### config.mk
export PLATFORM = sky130hd
export DESIGN_NAME = seq_chunk_adder
export DESIGN_NICKNAME = d
export VERILOG_FILES = /design/src/rtl/seq_chunk_adder_pkg.sv /design/src/rtl/seq_chunk_adder_rca_chunk.sv /design/src/rtl/seq_chunk_adder.sv
export SDC_FILE = /design/constraint.sdc
export NUM_CORES = 1
export LEC_CHECK = 0
export BUFFER_PORTS_ARGS = -buffer_cell sky130_fd_sc_hd__buf_2
export CAP_MARGIN = 20
export CORE_ASPECT_RATIO = 1.1
export CORE_UTILIZATION = 35
export CTS_BUF_LIST = sky130_fd_sc_hd__clkbuf_8
export DETAILED_ROUTE_END_ITERATION = 10
export SLEW_MARGIN = 5
export SYNTH_ARGS = -nofsm -noshare
export SYNTH_HDL_FRONTEND = slang
export SYNTH_HIERARCHICAL = 1
export SYNTH_SLANG_ARGS = --single-unit
### constraint.sdc
create_clock -name clk -period 4 [get_ports clk]
set_clock_uncertainty 0.05 [all_clocks]
set_input_delay 0.2 -clock clk [delete_from_list [all_inputs] [get_ports clk]]
set_output_delay 0.2 -clock clk [all_outputs]
set_load 0.05 [all_outputs]
### src/rtl/seq_chunk_adder_pkg.sv
// Shared types and elaboration helpers for seq_chunk_adder.
package seq_chunk_adder_pkg;

  typedef enum logic [1:0] {
    IDLE = 2'd0,
    RUN  = 2'd1,
    DONE = 2'd2
  } state_e;

  function automatic int unsigned nchunk(input int unsigned width, input int unsigned chunk);
    return width / chunk;
  endfunction

  // Index register needs at least one bit even when a single chunk covers the word.
  function automatic int unsigned idx_width(input int unsigned width, input int unsigned chunk);
    int unsigned n;
    n = width / chunk;
    return (n > 1) ? $clog2(n) : 1;
  endfunction

endpackage

### src/rtl/seq_chunk_adder_rca_chunk.sv
// Combinational CHUNK-bit ripple-carry adder made of full adders.
module rca_chunk #(
  parameter int unsigned CHUNK = 4
) (
  input  logic [CHUNK-1:0] x,
  input  logic [CHUNK-1:0] y,
  input  logic             ci,
  output logic [CHUNK-1:0] s,
  output logic             co
);

  logic [CHUNK:0] c;

  always_comb begin
    c    = '0;
    s    = '0;
    c[0] = ci;
    for (int unsigned i = 0; i < CHUNK; i++) begin
      s[i]   = x[i] ^ y[i] ^ c[i];
      c[i+1] = (x[i] & y[i]) | (c[i] & (x[i] ^ y[i]));
    end
    co = c[CHUNK];
  end

endmodule

### src/rtl/seq_chunk_adder.sv
// Multi-cycle WIDTH-bit adder, CHUNK bits per clock, valid/ready on both sides.
// Optional subtract support is enabled by defining SEQ_ADD_SUB_EN.
module seq_chunk_adder
  import seq_chunk_adder_pkg::*;
#(
  parameter int unsigned WIDTH = 16,
  parameter int unsigned CHUNK = 4
) (
  input  logic             clk,
  input  logic             rst_n,
  input  logic             in_valid,
  output logic             in_ready,
  input  logic [WIDTH-1:0] a,
  input  logic [WIDTH-1:0] b,
  input  logic             cin,
  input  logic             sub,
  output logic             out_valid,
  input  logic             out_ready,
  output logic [WIDTH-1:0] sum,
  output logic             cout,
  output logic             ovf
);

  localparam int unsigned NCHUNK = nchunk(WIDTH, CHUNK);
  localparam int unsigned IDXW   = idx_width(WIDTH, CHUNK);
  localparam logic [IDXW-1:0] IDX_LAST = IDXW'(NCHUNK - 1);

  if (CHUNK < 1 || CHUNK > WIDTH || (WIDTH % CHUNK) != 0) begin : g_bad_chunk
    $error("seq_chunk_adder: CHUNK must be in 1..WIDTH and divide WIDTH");
  end

  state_e            state_q;
  logic              in_ready_q, out_valid_q, cout_q, ovf_q, carry_q;
  logic [WIDTH-1:0]  a_q, b_q, sum_q, sum_d, b_eff;
  logic [IDXW-1:0]   idx_q;
  logic              c_init;
  logic [CHUNK-1:0]  x_s, y_s, s_s;
  logic              co_s;

`ifdef SEQ_ADD_SUB_EN
  assign b_eff  = sub ? ~b : b;
  assign c_init = sub ? 1'b1 : cin;
`else
  logic unused_sub;
  assign unused_sub = sub;
  assign b_eff      = b;
  assign c_init     = cin;
`endif

  assign x_s = a_q[idx_q*CHUNK +: CHUNK];
  assign y_s = b_q[idx_q*CHUNK +: CHUNK];

  rca_chunk #(.CHUNK(CHUNK)) u_rca (
    .x  (x_s),
    .y  (y_s),
    .ci (carry_q),
    .s  (s_s),
    .co (co_s)
  );

  always_comb begin
    sum_d = sum_q;
    sum_d[idx_q*CHUNK +: CHUNK] = s_s;
  end

  // DONE spends its first cycle raising out_valid and capturing cout/ovf from the final carry.
  always_ff @(posedge clk) begin
    if (!rst_n) begin
      state_q     <= IDLE;
      in_ready_q  <= 1'b0;
      out_valid_q <= 1'b0;
      sum_q       <= '0;
      cout_q      <= 1'b0;
      ovf_q       <= 1'b0;
      a_q         <= '0;
      b_q         <= '0;
      carry_q     <= 1'b0;
      idx_q       <= '0;
    end else begin
      case (state_q)
        IDLE: begin
          in_ready_q <= 1'b1;
          if (in_valid && in_ready_q) begin
            a_q        <= a;
            b_q        <= b_eff;
            carry_q    <= c_init;
            idx_q      <= '0;
            in_ready_q <= 1'b0;
            state_q    <= RUN;
          end
        end
        RUN: begin
          sum_q   <= sum_d;
          carry_q <= co_s;
          if (idx_q == IDX_LAST) begin
            idx_q   <= '0;
            state_q <= DONE;
          end else begin
            idx_q <= idx_q + 1'b1;
          end
        end
        DONE: begin
          if (!out_valid_q) begin
            out_valid_q <= 1'b1;
            cout_q      <= carry_q;
            ovf_q       <= (a_q[WIDTH-1] == b_q[WIDTH-1]) & (sum_q[WIDTH-1] != a_q[WIDTH-1]);
          end else if (out_ready) begin
            out_valid_q <= 1'b0;
            in_ready_q  <= 1'b1;
            state_q     <= IDLE;
          end
        end
        default: state_q <= IDLE;
      endcase
    end
  end

  assign in_ready  = in_ready_q;
  assign out_valid = out_valid_q;
  assign sum       = sum_q;
  assign cout      = cout_q;
  assign ovf       = ovf_q;

endmodule
==> flow_summary.json <==
{
  "fillers": 706,
  "cts_buffers": 9,
  "cp_num_buf_inv": 4,
  "holdPathEnd": "a_q[4]",
  "dr.pass1.iters": 9,
  "leakage_uw": 0.00131,
  "netlist_top_cells_area": "dfxtp_1 (44%), nand2_1 (11%), a21boi_1 (8.6%), mux4_2 (6.9%), fa_1 (3.1%)",
  "core_area_um2": 7130,
  "synth_top_area_cell": "dfxtp_1",
  "cts_buffer_depth": 2,
  "place_congestion": 0.704,
  "area.sequential_um2": 1140,
  "fmax_mhz": 337,
  "yosysSeqAreaShare": 0.437,
  "async_flop_share": 0,
  "status": "finished, violations left",
  "slew_violations": 0,
  "r2r_cells": 11,
  "ys_ff_latch": 57,
  "postSynthAreaPerCell_um2": 9.39,
  "synth-edff-count": 0,
  "synth_top_area_frac": 0.437,
  "hold_path_class": "primary input to flip-flop",
  "worst_pin_slew_ps": 933,
  "grt_first_pass_wirelength_um": 9640,
  "min_from": "a[4]",
  "rsz0062_at_grt": "no",
  "initial_core_util": 0.366,
  "multi_input_area_um2": 1330,
  "cts_post_setup_buffers_inserted": 0,
  "ys_warn_count": 6,
  "final_area_um2": 3140,
  "synthToLayoutAreaGrowth_pct": 20.1,
  "boundaryPins": 58,
  "worst_setup_path_end_kind": "flip-flop",
  "critPathTopFamily": "adder cells",
  "htree_levels": 3,
  "tns_ps": 0,
  "slowest_stage": "mux4_2",
  "maxCapViolations": 0,
  "start_kind": "flip-flop",
  "violations": "design-rule violations",
  "clock_latency_ps": 340,
  "worstPathRequired_ps": 4230,
  "io_buffers": 56,
  "final_cells": 420,
  "hold_buffers": 0,
  "crit_chain": "mux4_2 > fa_1 > inv_1 > fa_1 > inv_1 > fa_1 > inv_1 > fa_1 > inv_1 > and3_1 > a32o_1",
  "clock_sinks": 57,
  "routedWlPerCell_um": 13.3,
  "dpl_cell_area_um2": 2940,
  "r2r_slack_ps": 1030,
  "yosys.cell_types.count": 38,
  "period_share": 0.741,
  "rows": 32,
  "drtIter0Drc": 129,
  "cts-root-buf": "clkbuf_8",
  "antenna_left": 0,
  "r2r-start": "idx_q[0]",
  "diodes": 0,
  "crit_type": "flip-flop to flip-flop",
  "grt_pass1_vias": 2058,
  "cp_max_fo": 4,
  "r2r_end": "sum[11]",
  "cts_tree": "done",
  "power.density_nw_per_um2": 408,
  "drc_errors": 3,
  "antenna_found_initial": 0,
  "fp.dieArea_um2": 7810,
  "hold_viol": 0,
  "synth_nets": 326,
  "relSlewSlack": 0.378,
  "layout-drive-gt1-share": 0.260,
  "slowest_delay_ps": 550,
  "final.min_clock_period_ps": 2970,
  "syn_inst": 278,
  "hold_depth": 3,
  "dp.cells": 405,
  "vias_per_cell": 4.91,
  "grt_max_degree": 63,
  "grt_use_total": 0.163,
  "die-height_um": 92.6,
  "dieWidth_um": 84.4,
  "drt-total-wl_um": 5580,
  "synthTopCellsByCount": "nand2_1 (79), dfxtp_1 (57), a21boi_1 (30), inv_1 (12)",
  "whs_ps": 47.2,
  "ir_drop_mv": 0.213,
  "grt-ovfl-total": 0,
  "worstPathArrival_ps": 3200,
  "syn_area_um2": 2610,
  "vias": 2064,
  "postCtsResizedCells": 0,
  "setup_viol": 0,
  "yosysMostFrequentCell": "nand2_1",
  "dp_hpwl_um": 3910,
  "ys.flop_type": "dfxtp_1",
  "clk_pin_slew_ps": 70,
  "final_nets": 379
}
## worst max-delay path by stage
stage,start,end,slack [ps],depth (start not counted)
finish,idx_q[0],sum[11],1030,11
global route,idx_q[0],sum[11],820,11
CTS,idx_q[0],sum[11],1010,11
detailed placement,idx_q[0],sum[11],1020,11
global placement,idx_q[0],sum[11],1040,11
floorplan,idx_q[0],sum[11],840,12
## kinds of logic after synthesis
| family | after synthesis | share of synthesized area |
|---|---|---|
| AO/OA/AOI/OAI | 60 | 0.172 |
| multiplexers | 9 | 0.0728 |
| adder cells (fa/ha/maj) | 10 | 0.0594 |
| AND/OR/NAND/NOR | 111 | 0.200 |
| flip-flops | 57 | 0.437 |
| buffers and inverters | 31 | 0.0589 |
## metal layers
metal / up-vias / part of all wire / track usage
li1: 1061 / - / -
met1: 939 / 0.47 / 0.197
met2: 53 / 0.45 / 0.259
met3: 11 / 0.052 / 0.0463
met4: 0 / 0.028 / 0.0989
met5: - / 0 / 0
## placed cells by master (no fill, tap or decap), drive strengths merged, types with 3 or more instances in the layout
cell type,n
clkbuf,11
ha,6
a32oi,4
mux4,8
nor2b,8
inv,13
nand3,3
and3,4
fa,4
and3b,3
a21oi,3
a21boi,34
nand2,79
dfxtp,57
a32o,4
o22ai,8
buf,61
## power breakdown
part	total (uW)	internal, uW	leakage [uW]	switching, uW
clock	534	314	0.000106	220
sequential	604	589	0.000463	14.8
combinational	143	62.3	0.000739	80.6
total	1280	965	0.00131	316
## flip-flops by register name, summed over array words and instances (netlist names)
| name | count |
|---|---|
| state_q | 2 |
| ovf | 1 |
| cout | 1 |
| sum | 16 |
| idx_q | 2 |
| out_valid | 1 |
| a_q | 16 |
| in_ready | 1 |
| carry_q | 1 |
| b_q | 16 |
## metrics by stage
| stage | total power, uW | worst slack (ps) | utilization |
|---|---|---|---|
| floorplan | 718 | 842 | - |
| global placement | 759 | 1040 | 0.413 |
| detailed placement | 761 | 1020 | 0.413 |
| CTS | 1300 | 1010 | 0.440 |
| global route | 1340 | 822 | 0.440 |
| finish | 1280 | 1030 | 0.440 |
## worst register-to-register path, stage by stage, from the launching register on
cell     delay, ps
dfxtp_1        410
mux4_2         550
fa_1           420
inv_1           70
fa_1           150
inv_1           50
fa_1           350
inv_1           80
fa_1           400
inv_1          110
and3_1         170
a32o_1         110
## layout make-up
| class | instances | share of cell area |
|---|---|---|
| well taps | 85 | 0.0339 |
| clock inverters | 4 | 0.0140 |
| clock buffers | 11 | 0.0483 |
| flip-flops and latches | 57 | 0.364 |
| multi-input cells | 190 | 0.424 |
| inverters | 12 | 0.0144 |
| repair buffers | 61 | 0.101 |
Note: power is estimated with default switching activity, not from simulation.
